## src/rtl/pll_seq_pkg.sv

```systemverilog
// Shared types and defaults for the PLL reset sequencer: FSM state encoding,
// default timing constants and the width of the saturating retry counter.
package pll_seq_pkg;

   typedef enum logic [2:0] {
      RESET_PLL = 3'd0,
      WAIT_LOCK = 3'd1,
      STABLE    = 3'd2,
      RELEASE   = 3'd3,
      RUN       = 3'd4,
      FAULT     = 3'd5
   } pll_state_e;

   localparam int unsigned DEF_RST_HOLD_CYCLES    = 16;
   localparam int unsigned DEF_LOCK_TIMEOUT       = 4096;
   localparam int unsigned DEF_LOCK_STABLE_CYCLES = 64;
   localparam int unsigned DEF_NUM_STAGES         = 3;
   localparam int unsigned DEF_STAGGER_CYCLES     = 8;
   localparam int unsigned DEF_MAX_RETRIES        = 4;

   localparam int unsigned RETRY_W = 8;

   function automatic logic [RETRY_W-1:0] sat_inc(input logic [RETRY_W-1:0] v);
      return (&v) ? v : v + 1'b1;
   endfunction

endpackage

```

## src/rtl/pll_lock_sync.sv

```systemverilog
// Two-flop synchronizer bringing the asynchronous PLL LOCKED flag into the
// board clock domain; both flops reset to 0 (treated as "not locked").
module pll_lock_sync (
   input  logic clk_i,
   input  logic rst_ni,
   input  logic async_i,
   output logic sync_o
);

   logic meta_q;
   logic sync_q;

   always_ff @(posedge clk_i or negedge rst_ni) begin
      if (!rst_ni) begin
         meta_q <= 1'b0;
         sync_q <= 1'b0;
      end else begin
         meta_q <= async_i;
         sync_q <= meta_q;
      end
   end

   assign sync_o = sync_q;

endmodule

```

## src/rtl/pll_reset_sequencer.sv

```systemverilog
// PLL reset/lock supervisor: pulses PLL reset, waits for a stable lock, then
// releases downstream resets in staggered order. Optional retry limit with
// FAULT state is enabled by defining PLL_RETRY_LIMIT_EN.
module pll_reset_sequencer
   import pll_seq_pkg::*;
#(
   parameter int unsigned RST_HOLD_CYCLES    = DEF_RST_HOLD_CYCLES,
   parameter int unsigned LOCK_TIMEOUT       = DEF_LOCK_TIMEOUT,
   parameter int unsigned LOCK_STABLE_CYCLES = DEF_LOCK_STABLE_CYCLES,
   parameter int unsigned NUM_STAGES         = DEF_NUM_STAGES,
   parameter int unsigned STAGGER_CYCLES     = DEF_STAGGER_CYCLES,
   parameter int unsigned MAX_RETRIES        = DEF_MAX_RETRIES
) (
   input  logic                  clk,
   input  logic                  reset_n,
   input  logic                  pll_locked,
   input  logic                  force_relock,
   output logic                  pll_rst,
   output logic [NUM_STAGES-1:0] stage_reset_n,
   output logic                  ready,
   output logic                  lock_lost,
   output logic [RETRY_W-1:0]    retry_count,
   output logic                  fault
);

   localparam int unsigned HOLD_W = $clog2(RST_HOLD_CYCLES + 1);
   localparam int unsigned TMO_W  = $clog2(LOCK_TIMEOUT + 1);
   localparam int unsigned STAB_W = $clog2(LOCK_STABLE_CYCLES + 1);
   localparam int unsigned STAG_W = $clog2(STAGGER_CYCLES + 1);

   localparam logic [HOLD_W-1:0]     HOLD_LAST   = HOLD_W'(RST_HOLD_CYCLES - 1);
   localparam logic [TMO_W-1:0]      TMO_LAST    = TMO_W'(LOCK_TIMEOUT - 1);
   localparam logic [STAB_W-1:0]     STAB_LAST   = STAB_W'(LOCK_STABLE_CYCLES - 1);
   localparam logic [STAG_W-1:0]     STAG_LAST   = STAG_W'(STAGGER_CYCLES - 1);
   localparam logic [NUM_STAGES-1:0] STAGE_FIRST = NUM_STAGES'(1);

   if (RST_HOLD_CYCLES < 1 || LOCK_TIMEOUT < 1 || LOCK_STABLE_CYCLES < 1 ||
       NUM_STAGES < 1 || STAGGER_CYCLES < 1 || MAX_RETRIES < 1) begin : g_param_check
      $error("pll_reset_sequencer: all cycle/count parameters must be >= 1");
   end

   pll_state_e              state_q, state_d;
   logic [HOLD_W-1:0]       hold_q, hold_d;
   logic [TMO_W-1:0]        tmo_q, tmo_d;
   logic [STAB_W-1:0]       stab_q, stab_d;
   logic [STAG_W-1:0]       rel_q, rel_d;
   logic [NUM_STAGES-1:0]   stage_q, stage_d;
   logic                    lock_lost_q, lock_lost_d;
   logic [RETRY_W-1:0]      retry_q, retry_d;
   logic                    locked_s;

`ifdef PLL_RETRY_LIMIT_EN
   localparam int unsigned   CONS_W    = $clog2(MAX_RETRIES + 1);
   localparam logic [CONS_W-1:0] CONS_LAST = CONS_W'(MAX_RETRIES - 1);
   logic [CONS_W-1:0]        consec_q, consec_d;
`endif

   pll_lock_sync u_lock_sync (
      .clk_i   (clk),
      .rst_ni  (reset_n),
      .async_i (pll_locked),
      .sync_o  (locked_s)
   );

   always_comb begin
      state_d     = state_q;
      hold_d      = hold_q;
      tmo_d       = tmo_q;
      stab_d      = stab_q;
      rel_d       = rel_q;
      stage_d     = stage_q;
      lock_lost_d = 1'b0;
      retry_d     = retry_q;
`ifdef PLL_RETRY_LIMIT_EN
      consec_d    = consec_q;
`endif

      if (force_relock) begin
         // Software relock wins over every other transition and also leaves FAULT.
         state_d = RESET_PLL;
         hold_d  = '0;
         stage_d = '0;
`ifdef PLL_RETRY_LIMIT_EN
         if (state_q == FAULT) consec_d = '0;
`endif
      end else begin
         case (state_q)
            RESET_PLL: begin
               tmo_d   = '0;
               stage_d = '0;
               if (hold_q == HOLD_LAST) state_d = WAIT_LOCK;
               else                     hold_d  = hold_q + 1'b1;
            end

            WAIT_LOCK, STABLE: begin
               // One timeout window spans both states; glitches back to WAIT_LOCK keep it running.
               if (tmo_q == TMO_LAST) begin
                  state_d = RESET_PLL;
                  hold_d  = '0;
                  stage_d = '0;
                  retry_d = sat_inc(retry_q);
`ifdef PLL_RETRY_LIMIT_EN
                  consec_d = consec_q + 1'b1;
                  if (consec_q == CONS_LAST) state_d = FAULT;
`endif
               end else begin
                  tmo_d = tmo_q + 1'b1;
                  if (!locked_s) begin
                     state_d = WAIT_LOCK;
                  end else if (state_q == WAIT_LOCK) begin
                     state_d = STABLE;
                     stab_d  = '0;
                  end else if (stab_q == STAB_LAST) begin
                     state_d = RELEASE;
                     stage_d = STAGE_FIRST;
                     rel_d   = '0;
                  end else begin
                     stab_d = stab_q + 1'b1;
                  end
               end
            end

            RELEASE, RUN: begin
               if (!locked_s) begin
                  state_d     = RESET_PLL;
                  hold_d      = '0;
                  stage_d     = '0;
                  lock_lost_d = 1'b1;
               end else if (state_q == RELEASE) begin
                  if (&stage_q) begin
                     state_d = RUN;
`ifdef PLL_RETRY_LIMIT_EN
                     consec_d = '0;
`endif
                  end else if (rel_q == STAG_LAST) begin
                     stage_d = (stage_q << 1) | STAGE_FIRST;
                     rel_d   = '0;
                  end else begin
                     rel_d = rel_q + 1'b1;
                  end
               end
            end

`ifdef PLL_RETRY_LIMIT_EN
            FAULT: begin
               stage_d = '0;
            end
`endif

            default: begin
               state_d = RESET_PLL;
               hold_d  = '0;
               stage_d = '0;
            end
         endcase
      end
   end

   always_ff @(posedge clk or negedge reset_n) begin
      if (!reset_n) begin
         state_q     <= RESET_PLL;
         hold_q      <= '0;
         tmo_q       <= '0;
         stab_q      <= '0;
         rel_q       <= '0;
         stage_q     <= '0;
         lock_lost_q <= 1'b0;
         retry_q     <= '0;
`ifdef PLL_RETRY_LIMIT_EN
         consec_q    <= '0;
`endif
      end else begin
         state_q     <= state_d;
         hold_q      <= hold_d;
         tmo_q       <= tmo_d;
         stab_q      <= stab_d;
         rel_q       <= rel_d;
         stage_q     <= stage_d;
         lock_lost_q <= lock_lost_d;
         retry_q     <= retry_d;
`ifdef PLL_RETRY_LIMIT_EN
         consec_q    <= consec_d;
`endif
      end
   end

   assign pll_rst       = (state_q == RESET_PLL) || (state_q == FAULT);
   assign ready         = (state_q == RUN);
   assign stage_reset_n = stage_q;
   assign lock_lost     = lock_lost_q;
   assign retry_count   = retry_q;

`ifdef PLL_RETRY_LIMIT_EN
   assign fault = (state_q == FAULT);
`else
   assign fault = 1'b0;
`endif

endmodule
```

## config.mk

```make
export PLATFORM = sky130hd
export DESIGN_NAME = pll_reset_sequencer
export DESIGN_NICKNAME = d
export VERILOG_FILES = /design/src/rtl/pll_seq_pkg.sv /design/src/rtl/pll_lock_sync.sv /design/src/rtl/pll_reset_sequencer.sv
export SDC_FILE = /design/constraint.sdc
export NUM_CORES = 1
export LEC_CHECK = 0
export CAP_MARGIN = 20
export CELL_PAD_IN_SITES_DETAIL_PLACEMENT = 0
export CELL_PAD_IN_SITES_GLOBAL_PLACEMENT = 1
export CORE_MARGIN = 2
export CORE_UTILIZATION = 45
export CTS_CLUSTER_SIZE = 14
export DETAILED_ROUTE_END_ITERATION = 10
export HOLD_SLACK_MARGIN = 0.1
export PLACE_DENSITY = 0.85
export SETUP_SLACK_MARGIN = 0.4
export SYNTH_ARGS = -nofsm -noshare
export SYNTH_HDL_FRONTEND = slang
export SYNTH_SLANG_ARGS = --single-unit
export TNS_END_PERCENT = 100
```

## constraint.sdc

```tcl
create_clock -name clk -period 2.3 [get_ports clk]
set_input_delay 0.69 -clock clk [delete_from_list [all_inputs] [get_ports clk]]
set_output_delay 0.69 -clock clk [all_outputs]
set_load 0.1 [all_outputs]
```

# Word-level counts from Yosys, hierarchy flattened
# Cells that the tools add are included.
[classes] add_sub_neg=5 eq_ne=29 muxes=41 bitwise=3 reduce_logical=15
[ops] cell="$mux W3" count=18
[ops] cell="$mux W4" count=8
[ops] cell="$pmux W13 S2" count=1
[ops] cell="$ne A4 B4 Y1 const B" count=6
[ops] cell="$mux W5" count=4
[ops] cell="$pmux W5 S3" count=1
[ops] cell="$mux W7" count=2
[ops] cell="$add A13 B1 Y13 const B" count=1
[ops] cell="$eq A13 B12 Y1 const B" count=1
[ops] cell="$mux W13" count=1
[ops] cell="$ne A2 B2 Y1 const B" count=6
[ops] cell="$ne A3 B3 Y1 const B" count=4
[ops] cell="$pmux W3 S3" count=1
[ops] cell="$reduce_and A3 Y1" count=3
[ops] cell="$reduce_and A9 Y1" count=1
[ops] cell="$add A8 B1 Y8 const B" count=1
[ops] cell="$pmux W4 S2" count=1
[ops] cell="$reduce_and A4 Y1" count=2
[ops] cell="$reduce_and A8 Y1" count=1
[ops] cell="$add A7 B1 Y7 const B" count=1
[ops] cell="$eq A7 B6 Y1 const B" count=1
[ops] cell="$eq A3 B2 Y1 const B" count=2
[ops] cell="$eq A3 B3 Y1 const B" count=2
[ops] cell="$ne A6 B6 Y1 const B" count=1
[ops] cell="other kinds (16)" count=23
[word_totals] ff_bits=46 in_bits=4 out_inout_bits=15 elab_cells=103

# Logic depth before layout (Yosys ltp)
# Gate-level depths: netlist of the first run.
[logic_depth] ltp_word=7 mapped_depth=8 ltp_nobuf=8

# By module
# A second synthesis of the first run with hierarchy kept.
[unflattened] hier_cells=257 hier_area_um2=2568.7
[modules_own_cells] mod="pll_reset_sequencer" instances=1 cells_per_inst=255 area_each_um2=2518.7 seq_area_each_um2=1101.1
[modules_own_cells] mod="pll_lock_sync" instances=1 cells_per_inst=2 area_each_um2=50.0 seq_area_each_um2=50.0

# Worst setup path before layout of the first run
# OpenSTA, ideal clock, no wires.
[synth_timing] path_type="register to register" from="register state_q[0]" to="register stage_q[0] (netlist: stage_reset_n[0])" setup_ps=121 arrival_ps=3824 required_time_ps=2179 setup_slack_ps=-1644 stages_incl_launch_ff=7 n_path_buf=1 period_less_slack_ps=3944 cell_sequence="dfrtp_1 buf_4 nor3b_1 nor2_1 nor2_1 a22oi_1 o21a_1"
[synth_via] elab_chain_cells=4 elab_cells_between_ends=15 classes_between="eq/ne: 10; mux: 2; reduce/logical: 3"
[synth_lines] element="from (decl)" line_no="pll_reset_sequencer.sv:42" text="pll_state_e state_q, state_d;"
[synth_lines] element="from (signal assigned)" line_no="pll_reset_sequencer.sv:173" text="state_q <= state_d;"
[synth_lines] element="$eq A3 B3 Y1 (*)"
[synth_lines] element="via ready" line_no="pll_reset_sequencer.sv:20" text="output logic ready,"
[synth_lines] element="$reduce_or A2 Y1 (*)" line_no="pll_reset_sequencer.sv:87" text="case (state_q)"
[synth_lines] element="$ne A4 B4 Y1 (no line) / $pmux W3 S2 (equally long branches)"
[synth_lines] element="$reduce_and A6 Y1 (no line) / $mux W3 (equally long branches)"
[synth_lines] element="to (signal assigned)" line_no="pll_reset_sequencer.sv:178" text="stage_q <= stage_d;"
[synth_lines] element="to (decl)" line_no="pll_reset_sequencer.sv:47" text="logic [NUM_STAGES-1:0] stage_q, stage_d;"
# The timed path passes the listed nets; every way through them passes the cells marked *.
# A chain may end at the register's enable or synchronous reset.

# Worst setup path after layout of the first run
[layout_timing] from="register state_q[1]" to="output pll_rst"
[layout_via] elab_chain_cells=2 elab_cells_between_ends=3 classes_between="eq/ne: 1; reduce/logical: 2"
[layout_lines] element="$eq A3 B3 Y1 / $logic_not A3 Y1 (equally long branches)" line_no="pll_reset_sequencer.sv:187" text="assign pll_rst = (state_q == RESET_PLL) || (state_q == FAULT);"
[layout_lines] element="$logic_or A1 B1 Y1 (*)" line_no="pll_reset_sequencer.sv:187"
[layout_lines] element="to (decl)" line_no="pll_reset_sequencer.sv:18" text="output logic pll_rst,"
# Every way passes the cells marked *; elsewhere a longest branch is shown, timed or not.

==> impl_results.md, run 1 <==
- Primary flip-flop cell chosen by synthesis mapping: sky130_fd_sc_hd__dfrtp_1
- Top-level port count: 19
- Final cell area excluding filler cells: 3400 sq um
- Via count of the first global-routing pass: 2215
- Launch point of the worst reg-to-reg path: tmo_q[11]
- Buffer type at the clock tree root: sky130_fd_sc_hd__clkbuf_8
- DR DRC count: 0
- Worst hold-check slack: 0.330 ns
- Count of flip-flops with a built-in enable after synthesis: 0
- Portion of the post-synthesis area used by sequential elements: 45.4%
- Count of nets left with antenna violations after detail routing: 0
- Die footprint: 6260 sq um
- Worst slack at placement: -0.125 ns
- Critical path endpoint: pll_rst
- Post-CTS clock slew at the launch and capture registers of the worst setup and hold paths: 0.08 ns
- Worst path bufs/invs: 2
- Placement-stage cell area: 2970 sq um
- Final-report hold violation count: 0
- Synthesized cell area: between 2000 and 3000 sq um
- Yosys cell types: 61
- Global placer's final weighted congestion: 0.808
- Share of final-layout standard cells stronger than drive strength 1: 39.4%
- Core area: 5470 sq um
- Post-DP HPWL: between 4000 and 5000 microns
- Overflow left after global routing: 0
- Register-to-register path setup slack: 0.40 ns
- Routed length per instance: around 15 microns
- Cell Chain, Critical Path: buf_4 -> nor2_4 -> buf_12
- Antenna diodes: 0
- Post-synth ARST share: 100%
- Maximum root-to-sink buffer count: 2
- Gr usage total: 20.1%
- Fmax: 509 MHz
- VDD IR-drop max: 0.580 mV
- Top Family by Delay on Critical Path: flip-flops
- Input/output buffers: 17
- Result of the run: finished, final reports clean
- Die boundary width: a little under 80 microns
- PwrDens: 870 nW/um^2
- Number of rows created at floorplan: 27
- Relative area change from synthesis to final layout: 34.2%
- Post-Route WL: 5810 microns
- Worst Path Arrival: 1.27 ns
- Via count: 2207
- Final Power: 2.96 mW
- First-pass GRT wire length: 10100 microns
- Post-route setup slack: 0.336 ns
- Path length in cells of the critical path: 3
- Initial core utilization: between 40% and 50%
- Clock tree skew after final layout: 0.00619 ns
- CTS tree: yes
- FF+latch count, synth: 46
- Worst hold path class: in -> async
- Number of antenna violations at the first check in global routing: 0
- Number of cells produced by synthesis: 259
- Count of hold buffers inserted by post-cts repair: 0
- Mapped Avg Cell Area: just under 10 sq um
- Clock buffers created by TritonCTS: 5
- Crit path from: state_q[1]
- Post-synth net total: 269
- Clk_lat worst skew: 0.30 ns
- Capture instance of the worst register-to-register path: tmo_q[0]
- Sink Count: between 40 and 50
- Detailed-router iteration count before antenna repair: 4
- Slowest stage cell on the critical path: sky130_fd_sc_hd__dfrtp_2
- Largest net degree at the start of global routing: 29
- Number of nets in the layout: 331
- Post-detailed-route via-to-cell ratio: 5.60
- Shortest clock period the worst path allows after layout: 1.96 ns
- Max-slew violations: 0
- Crit Path Category: reg -> out
- Endpoint kind of the worst setup timing path: output pin
- Setup-failing EPs final: 0
- Fraction of the core area covered by cells at the end of the flow: about 62%
- Slowest cell delay on critical path: 0.48 ns
- Die H: 79.1 microns
- Count of yosys warnings during synthesis: 0
- Total negative slack: 0 ns
- Data required time at the worst endpoint: 1.61 ns
- Total instance count after detailed placement: 360
- Depth of the worst register-to-register path: 6
- Setup repair after global routing missed its margin: yes
- Slew at the pin with the worst max-slew slack: 0.540 ns
- Number of violations reported at the end of detailed-routing iteration 0: between 70 and 80
- Period utilisation layout: 85.4%
- Category of the worst setup path launch point: flip-flop
- Number of maximum-capacitance constraint violations: 0
- Worst relative slew slack: 63.7%
- Leakage power of the design: about 1.5 nW
- Final cell count without fillers: 394
- Critical Path Fanout Max: 7
- # H-tree levels: 2
- Number of inserted filler cells in the final layout: 469
==> cell usage in the layout (no fill, tap or decap), types with 3 or more instances in the layout <==
master                      n
sky130_fd_sc_hd__o21ai_0    7
sky130_fd_sc_hd__dfrtp_1   30
sky130_fd_sc_hd__and3b_1    3
sky130_fd_sc_hd__ha_1       4
sky130_fd_sc_hd__nor2_1    16
sky130_fd_sc_hd__xnor2_1    6
sky130_fd_sc_hd__nand2_1   21
sky130_fd_sc_hd__a21o_1     5
sky130_fd_sc_hd__clkbuf_8   5
sky130_fd_sc_hd__o31ai_1    4
sky130_fd_sc_hd__inv_1      8
sky130_fd_sc_hd__a22o_1     3
sky130_fd_sc_hd__xor2_1     5
sky130_fd_sc_hd__dfrtp_2   16
sky130_fd_sc_hd__nand4_1    8
sky130_fd_sc_hd__o21ai_1   12
sky130_fd_sc_hd__or4_4      3
sky130_fd_sc_hd__nand3_1    9
sky130_fd_sc_hd__buf_12     3
sky130_fd_sc_hd__buf_4     57
sky130_fd_sc_hd__nor3_1     6
sky130_fd_sc_hd__a21oi_2    4
sky130_fd_sc_hd__nor2_2     4
sky130_fd_sc_hd__a21oi_1    3
sky130_fd_sc_hd__and3_1     5
==> where the power goes <==
group          switching, mW  internal (mW)  leakage [nW]
clock                  0.263          0.325        0.0524
combinational          0.733          0.604         0.888
sequential             0.118          0.920         0.601
total                   1.11           1.85          1.54
==> cell usage after synthesis (4+ instances only) <==
cell type | number | share of area [%]
sky130_fd_sc_hd__a21o_1 | 5 | 1.5
sky130_fd_sc_hd__a21oi_1 | 7 | 1.4
sky130_fd_sc_hd__and3_1 | 7 | 1.7
sky130_fd_sc_hd__buf_2 | 5 | 0.99
sky130_fd_sc_hd__buf_4 | 4 | 1.2
sky130_fd_sc_hd__dfrtp_1 | 46 | 45
sky130_fd_sc_hd__ha_1 | 6 | 3.0
sky130_fd_sc_hd__inv_1 | 8 | 1.2
sky130_fd_sc_hd__nand2_1 | 22 | 3.3
sky130_fd_sc_hd__nand2b_1 | 4 | 0.99
sky130_fd_sc_hd__nand3_1 | 10 | 2.0
sky130_fd_sc_hd__nand4_1 | 8 | 2.0
sky130_fd_sc_hd__nor2_1 | 22 | 3.3
sky130_fd_sc_hd__nor3_1 | 7 | 1.4
sky130_fd_sc_hd__o21ai_0 | 15 | 3.0
sky130_fd_sc_hd__o21ai_1 | 6 | 1.2
sky130_fd_sc_hd__o31ai_1 | 4 | 1.2
sky130_fd_sc_hd__xnor2_1 | 7 | 2.4
sky130_fd_sc_hd__xor2_1 | 5 | 1.7
==> layer usage <==
layer  track usage (%)  part of all wire (%)  vias to the layer above  wire length (microns)
li1                  -                     -                     1085                      -
met1              26.8                    48                     1073                   2760
met2              33.0                    48                       41                   2780
met3              3.75                   3.4                        8                    200
met4              7.07                   1.3                        0                     75
met5                 0                     0                        -                      0
==> what timing repair did <==
action                     CTS  global route
setup endpoints to repair   44            29
gates resized for setup     19            21
pin swaps                    4            11
buffers inserted            15            11
==> worst reg2reg max path: stages (launching register included) <==
cell and delay, ns:
sky130_fd_sc_hd__dfrtp_1 0.41, sky130_fd_sc_hd__nand4_4 0.17, sky130_fd_sc_hd__nor4_4 0.56, sky130_fd_sc_hd__buf_4 0.22, sky130_fd_sc_hd__nor2_4 0.05, sky130_fd_sc_hd__buf_6 0.13, sky130_fd_sc_hd__mux2_2 0.25
==> how the worst min path moves through the flow <==
stage	to	slack [ns]	depth (start not counted)	startpoint
finish	hold_q[3]	0.33	1	reset_n
global route	hold_q[3]	0.36	1	reset_n
CTS	hold_q[3]	0.34	1	reset_n
detailed placement	u_lock_sync.sync_o	0.34	0	u_lock_sync.meta_q
global placement	u_lock_sync.sync_o	0.33	0	u_lock_sync.meta_q
floorplan	u_lock_sync.sync_o	0.33	0	u_lock_sync.meta_q
==> registers in the layout, summed over array words and instances (netlist names) <==
signal / count
hold_q: 5
u_lock_sync.sync_o: 1
u_lock_sync.meta_q: 1
stab_q: 7
tmo_q: 13
state_q: 3
lock_lost: 1
retry_count: 8
rel_q: 4
stage_reset_n: 3
==> area by class of cell <==
cell class	count	area [sq um]	area share, %
clock buffer	7	76.3	2.24
clock inverter	1	30.0	0.882
inverter	8	30.0	0.882
multi-input combinational	195	1470	43.2
sequential	46	1170	34.4
tap	72	90.1	2.65
timing repair buffer	65	537	15.8
==> cell families (layout without fill, tap and decap cells) <==
kind of cell,Yosys count,count (layout),synth area share [%]
mux,4,4,1.73
other cells,1,1,0.148
simple gates,110,110,25.1
fa+ha+maj,6,6,2.96
buf+inv,18,81,3.50
compound gates,62,62,17.1
flops,46,46,45.4
xor+xnor,12,12,4.14
No activity file was read; power rests on OpenSTA's default activity.
==> inputs of run 2 (changes only) <==
Settings changed: CORE_UTILIZATION 45 to 51, CTS_BUF_LIST from default to sky130_fd_sc_hd__clkbuf_2, DONT_BUFFER_PORTS from default to 1, PLACE_DENSITY 0.85 to 0.88.
==> run 2 against run 1 <==
Total power decreased by 4.4%; clock power shrank 41%; sequential cell count did not move; critical endpoint is now ready.
==> impl_results.md, run 2 (synthesis results as in run 1) <==
- Count of nets left with antenna violations after detail routing: 0 (unchanged)
- Slew at the pin with the worst max-slew slack: 0.560 ns (was 0.540 ns)
- Total negative slack: 0 ns (unchanged)
- Antenna diodes: 0 (unchanged)
- Final cell area excluding filler cells: 3390 sq um (was 3400 sq um)
- Number of nets in the layout: 325 (was 331)
- Number of violations reported at the end of detailed-routing iteration 0: 135 (was 77)
- Gr usage total: 22.8% (was 20.1%)
- Core area: 4750 sq um (was 5470 sq um)
- Detailed-router iteration count before antenna repair: 4 (unchanged)
- Number of flip-flops under the largest register name: 13 (unchanged)
- VDD IR-drop max: 0.689 mV (was 0.580 mV)
- Worst hold-check slack: 0.251 ns (was 0.330 ns)
- Post-DP HPWL: 3900 microns (was 4010 microns)
- Final Power: 2.83 mW (was 2.96 mW)
- Number of rows created at floorplan: 25 (was 27)
- Top-level port count: 19 (unchanged)
- Number of antenna violations at the first check in global routing: 0 (unchanged)
- Category of the worst setup path launch point: flip-flop (unchanged)
- Clock buffers created by TritonCTS: 5 (unchanged)
- Via count of the first global-routing pass: 2050 (was 2215)
- DR DRC count: 0 (unchanged)
- Worst relative slew slack: 62.3% (was 63.7%)
- Maximum root-to-sink buffer count: 2 (unchanged)
- Period utilisation layout: 95.8% (was 85.4%)
- Die footprint: 5560 sq um (was 6260 sq um)
- Worst Path Arrival: 1.51 ns (was 1.27 ns)
- Overflow left after global routing: 0 (unchanged)
- Data required time at the worst endpoint: 1.61 ns (about the same)
- Fmax: 454 MHz (was 509 MHz)
- PwrDens: 835 nW/um^2 (was 870 nW/um^2)
- Routed length per instance: 16.3 microns (was 14.8 microns)
- Die H: 74.5 microns (was 79.1 microns)
- Crit Path Category: reg -> out (unchanged)
- Clock tree skew after final layout: 0.0218 ns (was 0.00619 ns)
- Share of final-layout standard cells stronger than drive strength 1: 38.9% (was 39.4%)
- Largest net degree at the start of global routing: 47 (was 29)
- Most common cell after layout, fill and taps aside: sky130_fd_sc_hd__buf_4 (unchanged)
- Worst hold path class: in -> reg (was in -> async)
- Worst slack at placement: 0.162 ns (was -0.125 ns)
- CTS tree: yes (unchanged)
- Area of the multi-input gates: 1510 sq um (was 1470 sq um)
- Buffer type at the clock tree root: sky130_fd_sc_hd__clkbuf_2 (was sky130_fd_sc_hd__clkbuf_8)
- Global placer's final weighted congestion: 0.830 (was 0.808)
- Leakage power of the design: 1.51 nW (was 1.54 nW)
- Post-CTS clock slew at the launch and capture registers of the worst setup and hold paths: 0.24 ns (was 0.08 ns)
- Sink Count: 46 (unchanged)
- Commonest non-fill, non-tap cells in the layout: 39 x sky130_fd_sc_hd__buf_4, 33 x sky130_fd_sc_hd__dfrtp_1, 21 x sky130_fd_sc_hd__nand2_1, 17 x sky130_fd_sc_hd__nor2_1, 14 x sky130_fd_sc_hd__buf_6 (was 57 x sky130_fd_sc_hd__buf_4, 30 x sky130_fd_sc_hd__dfrtp_1, 21 x sky130_fd_sc_hd__nand2_1, 16 x sky130_fd_sc_hd__nor2_1, 16 x sky130_fd_sc_hd__dfrtp_2)
- Relative area change from synthesis to final layout: 33.7% (was 34.2%)
- Post-detailed-route via-to-cell ratio: 5.76 (was 5.60)
- Final-report hold violation count: 0 (unchanged)
- First-pass GRT wire length: 9800 microns (was 10100 microns)
- Via count: 2206 (was 2207)
- Initial core utilization: 53.4% (was 46.4%)
- Sequential cell area: 1170 sq um (about the same)
- Die boundary width: 74.5 microns (was 79.1 microns)
- Endpoint kind of the worst setup timing path: output pin (unchanged)
- Post-Route WL: 6240 microns (was 5810 microns)
- Max-slew violations: 0 (unchanged)
- Number of maximum-capacitance constraint violations: 0 (unchanged)
- Result of the run: finished, final reports clean (unchanged)
- Setup-failing EPs final: 0 (unchanged)
- Post-route setup slack: 0.0970 ns (was 0.336 ns)
- Input/output buffers: 0 (was 17)
- Placement-stage cell area: 2840 sq um (was 2970 sq um)
- Most flop-heavy register: tmo_q (unchanged)
- Clk_lat worst skew: 0.43 ns (was 0.30 ns)
- Number of inserted filler cells in the final layout: 355 (was 469)
- Critical Path Fanout Max: 10 (was 7)
- Shortest clock period the worst path allows after layout: 2.20 ns (was 1.96 ns)
- Setup repair after global routing missed its margin: yes (unchanged)
- # H-tree levels: 2 (unchanged)
==> run 2: cell types whose count changed in the layout (fill, tap and decap cells not counted), moves of 3 or more <==
cell,before,now
sky130_fd_sc_hd__buf_4,57,39
sky130_fd_sc_hd__buf_6,2,14
sky130_fd_sc_hd__clkbuf_2,0,5
sky130_fd_sc_hd__clkbuf_8,5,0
sky130_fd_sc_hd__dfrtp_1,30,33
sky130_fd_sc_hd__dfrtp_2,16,13
sky130_fd_sc_hd__nor2_2,4,1
==> run 2: per-stage QoR <==
step / utilization (%) / cells
finish: 71.3 / 383
global route: 71.3 / 383
CTS: 65.4 / 364
detailed placement: 59.6 / 340
global placement: 59.6 / 340
floorplan: - / 259
==> run 2: repair_timing <==
action	in CTS	in global routing
hold buffers	2	0
setup buffers	14	18
pin swaps	4	16
endpoints found under the setup margin	30	34
endpoints found under the hold margin	46	0
resized for setup	21	32
gates cloned	0	1
==> run 2: final timing paths <==
check                              startpoint            endpoint  slack [ns]  depth (start not counted)
setup / recovery                   state_q[1]               ready         0.1                          3
hold / removal                     pll_locked  u_lock_sync.meta_q        0.25                          0
setup reg to reg                    stab_q[5]            rel_q[3]        0.35                          5
hold reg to reg            u_lock_sync.meta_q  u_lock_sync.sync_o        0.38                          0
max in group asynchronous             reset_n            tmo_q[8]        1.31                          2
min in group asynchronous             reset_n           stab_q[6]        0.74                          2
==> run 2: final cells by class <==
class | count | area share (%)
clock buffer | 5 | 0.738
clock inverter | 3 | 0.627
inverter | 8 | 0.996
multi-input combinational | 195 | 44.4
sequential | 46 | 34.4
tap | 67 | 2.47
timing repair buffer | 59 | 16.3
==> run 2: worst max-delay path: stages (launching register included) <==
cell	delay, ns
sky130_fd_sc_hd__dfrtp_1	0.46
sky130_fd_sc_hd__buf_6	0.16
sky130_fd_sc_hd__nor3b_4	0.25
sky130_fd_sc_hd__buf_12	0.21
==> run 2: power breakdown <==
group / internal (mW) / switching (mW)
combinational: 0.656 / 0.800
clock: 0.0747 / 0.273
sequential: 0.919 / 0.110
==> run 2: per-layer routing <==
| metal | global-route usage (%) | vias to the layer above | wire length [microns] |
|---|---|---|---|
| met5 | 0 | - | 0 |
| met4 | 6.55 | 0 | 69 |
| met3 | 5.42 | 7 | 303 |
| met2 | 35.0 | 50 | 3070 |
| met1 | 32.2 | 1078 | 2790 |
| li1 | - | 1071 | - |
==> inputs of run 3 (changes only) <==
Settings changed: CAP_MARGIN 20 to default, CORE_UTILIZATION 51 to 47, DONT_BUFFER_PORTS 1 to default, RECOVER_POWER from default to 25.
==> run 3 against run 2 <==
Clock skew rose by 0.011 ns; via count grew 4.6%; setup slack got worse by 0.069 ns; highest routed layer unchanged; total power rose by 1.7%; die area is 8.0% higher; critical path type unchanged; critical path depth is the same; largest power group unchanged; largest cell class unchanged; register-to-register slack worse by 0.05 ns; design area is 6.9% higher; sequential power is essentially flat; maximum frequency decreased by 3.0%; non-clock buffer count up 23; sequential cell count unchanged.
==> impl_results.md, run 3 (synthesis results as in run 1) <==
- Post-Route WL: 6460 microns (was 6240 microns)
- Post-CTS clock slew at the launch and capture registers of the worst setup and hold paths: 0.27 ns (was 0.24 ns)
- P_int: 1.67 mW (was 1.65 mW)
- Period utilisation layout: 98.8% (was 95.8%)
- Via count of the first global-routing pass: 2208 (was 2050)
- Combinational group share of total power: 50.9% (was 51.4%)
- Leakage power of the design: 1.65 nW (was 1.51 nW)
- Sink Count: 46 (unchanged)
- Data required time at the worst endpoint: 1.61 ns (about the same)
- Fmax: 440 MHz (was 454 MHz)
- Most flop-heavy register: tmo_q (unchanged)
- Proportion of power drawn by flip-flops and latches: 36.3% (about the same)
- Worst Path Arrival: 1.58 ns (was 1.51 ns)
- Crit Path Category: reg -> out (unchanged)
- Relative area change from synthesis to final layout: 42.9% (was 33.7%)
- Fraction of the core area covered by cells at the end of the flow: 70.1% (was 71.3%)
- Max-slew violations: 0 (unchanged)
- Die footprint: 6000 sq um (was 5560 sq um)
- Placement-stage cell area: 2950 sq um (was 2840 sq um)
- CTS tree: yes (unchanged)
- Category of the worst setup path launch point: flip-flop (unchanged)
- Most common cell after layout, fill and taps aside: sky130_fd_sc_hd__buf_4 (unchanged)
- VDD IR-drop max: 1.09 mV (was 0.689 mV)
- Routed length per instance: 15.8 microns (was 16.3 microns)
- First-pass GRT wire length: 10400 microns (was 9800 microns)
- Setup-failing EPs final: 0 (unchanged)
- Portion of total power attributed to the clock network: 12.7% (was 12.3%)
- Psw: 1.21 mW (was 1.18 mW)
- Antenna diodes: 0 (unchanged)
- Clock buffers created by TritonCTS: 5 (unchanged)
- Register-to-register path setup slack: 0.30 ns (was 0.35 ns)
- Number of maximum-capacitance constraint violations: 0 (unchanged)
- Largest net degree at the start of global routing: 47 (unchanged)
- Slew at the pin with the worst max-slew slack: 1.12 ns (was 0.560 ns)
- Shortest clock period the worst path allows after layout: 2.27 ns (was 2.20 ns)
- Final-report hold violation count: 0 (unchanged)
- Top-level port count: 19 (unchanged)
- Global placer's final weighted congestion: 0.802 (was 0.830)
- PwrDens: 795 nW/um^2 (was 835 nW/um^2)
- Number of antenna violations at the first check in global routing: 0 (unchanged)
- Number of nets in the layout: 348 (was 325)
- Count of nets left with antenna violations after detail routing: 0 (unchanged)
- Initial core utilization: 49.1% (was 53.4%)
- Worst relative slew slack: 25.0% (was 62.3%)
- Detailed-router iteration count before antenna repair: 4 (unchanged)
- Maximum root-to-sink buffer count: 2 (unchanged)
- Via count: 2308 (was 2206)
- Sw Ratio: 41.9% (was 41.8%)
- Post-route setup slack: 0.0281 ns (was 0.0970 ns)
- Post-DP HPWL: 3910 microns (was 3900 microns)
- Input/output buffers: 17 (was 0)
- DR DRC count: 0 (unchanged)
- Endpoint kind of the worst setup timing path: output pin (unchanged)
- Area of the multi-input gates: 1550 sq um (was 1510 sq um)
- Critical Path Fanout Max: 3 (was 10)
- Clock tree skew after final layout: 0.0333 ns (was 0.0218 ns)
- Sequential cell area: 1170 sq um (about the same)
- Final Power: 2.88 mW (was 2.83 mW)
- Die boundary width: 77.5 microns (was 74.5 microns)
- Gr usage total: 21.6% (was 22.8%)
- # H-tree levels: 2 (unchanged)
- Worst slack at placement: -0.0926 ns (was 0.162 ns)
- Core area: 5170 sq um (was 4750 sq um)
- Worst hold path class: reg -> reg (was in -> reg)
- Buffer type at the clock tree root: sky130_fd_sc_hd__clkbuf_2 (unchanged)
- Overflow left after global routing: 0 (unchanged)
- Result of the run: finished, final reports clean (unchanged)
- Number of violations reported at the end of detailed-routing iteration 0: 81 (was 135)
- Commonest non-fill, non-tap cells in the layout: 55 x sky130_fd_sc_hd__buf_4, 32 x sky130_fd_sc_hd__dfrtp_1, 19 x sky130_fd_sc_hd__nand2_1, 18 x sky130_fd_sc_hd__buf_6, 17 x sky130_fd_sc_hd__nor2_1 (was 39 x sky130_fd_sc_hd__buf_4, 33 x sky130_fd_sc_hd__dfrtp_1, 21 x sky130_fd_sc_hd__nand2_1, 17 x sky130_fd_sc_hd__nor2_1, 14 x sky130_fd_sc_hd__buf_6)
- Post-detailed-route via-to-cell ratio: 5.64 (was 5.76)
- Share of final-layout standard cells stronger than drive strength 1: 45.4% (was 38.9%)
- Final cell area excluding filler cells: 3630 sq um (was 3390 sq um)
- Clk_lat worst skew: 0.46 ns (was 0.43 ns)
- Die H: 77.5 microns (was 74.5 microns)
- Number of inserted filler cells in the final layout: 370 (was 355)
- Number of flip-flops under the largest register name: 13 (unchanged)
- Number of rows created at floorplan: 26 (was 25)
- Setup repair after global routing missed its margin: yes (unchanged)
## run 3: path summary, 6_finish.rpt
| check | startpoint | end | cells past startpoint |
|---|---|---|---|
| worst min register to register | u_lock_sync.meta_q | u_lock_sync.sync_o | 0 |
| max in group asynchronous | reset_n | state_q[2] | 2 |
| worst max register to register | tmo_q[0] | tmo_q[0] | 7 |
| worst min-delay path | u_lock_sync.meta_q | u_lock_sync.sync_o | 0 |
| worst max-delay path | state_q[1] | ready | 3 |
| min in group asynchronous | reset_n | state_q[0] | 2 |
## run 3: area by class of cell
class / instances / share of cell area, %
Tap cell: 70 / 2.41
Sequential cell: 46 / 32.2
Clock buffer: 5 / 0.690
Timing Repair Buffer: 82 / 20.5
Clock inverter: 3 / 0.655
Inverter: 8 / 0.828
Multi-Input combinational cell: 195 / 42.7
## run 3: power groups by stage
stage               Clock [mW]  Sequential (mW)  Combinational, mW
CTS                      0.374             1.04               1.24
floorplan                    0             1.08              0.690
global placement             0             1.07               1.02
detailed placement           0             1.07               1.03
global route             0.422             1.06               1.57
finish                   0.367             1.05               1.47
## run 3: per-layer routing
metal  vias up  part of all wire, %  global-route usage (%)
met2        44                   49                    34.6
met5         -                    0                       0
met1      1138                   46                    30.3
li1       1113                    -                       -
met3        13                  3.2                    4.07
met4         0                  2.1                    5.89
## run 3: per-stage QoR
stage / hold WS [ns] / std cells / setup TNS, ns
floorplan: 0.331 / 259 / 0
finish: 0.389 / 409 / 0
CTS: 0.301 / 387 / 0
global route: 0.410 / 409 / -0.0245
global placement: 0.331 / 358 / -0.225
detailed placement: 0.336 / 358 / -0.562
## run 3: critical path, cell delays in order (launching register included)
cell	delay, ns
sky130_fd_sc_hd__dfrtp_2	0.50
sky130_fd_sc_hd__buf_6	0.13
sky130_fd_sc_hd__nor3b_4	0.27
sky130_fd_sc_hd__buf_12	0.21
## run 3: timing repair
item | in CTS | in global routing
hold buffers | 0 | 0
pin swaps | 5 | 23
resized for setup | 31 | 51
buffers inserted | 21 | 22
endpoints found under the setup margin | 41 | 46
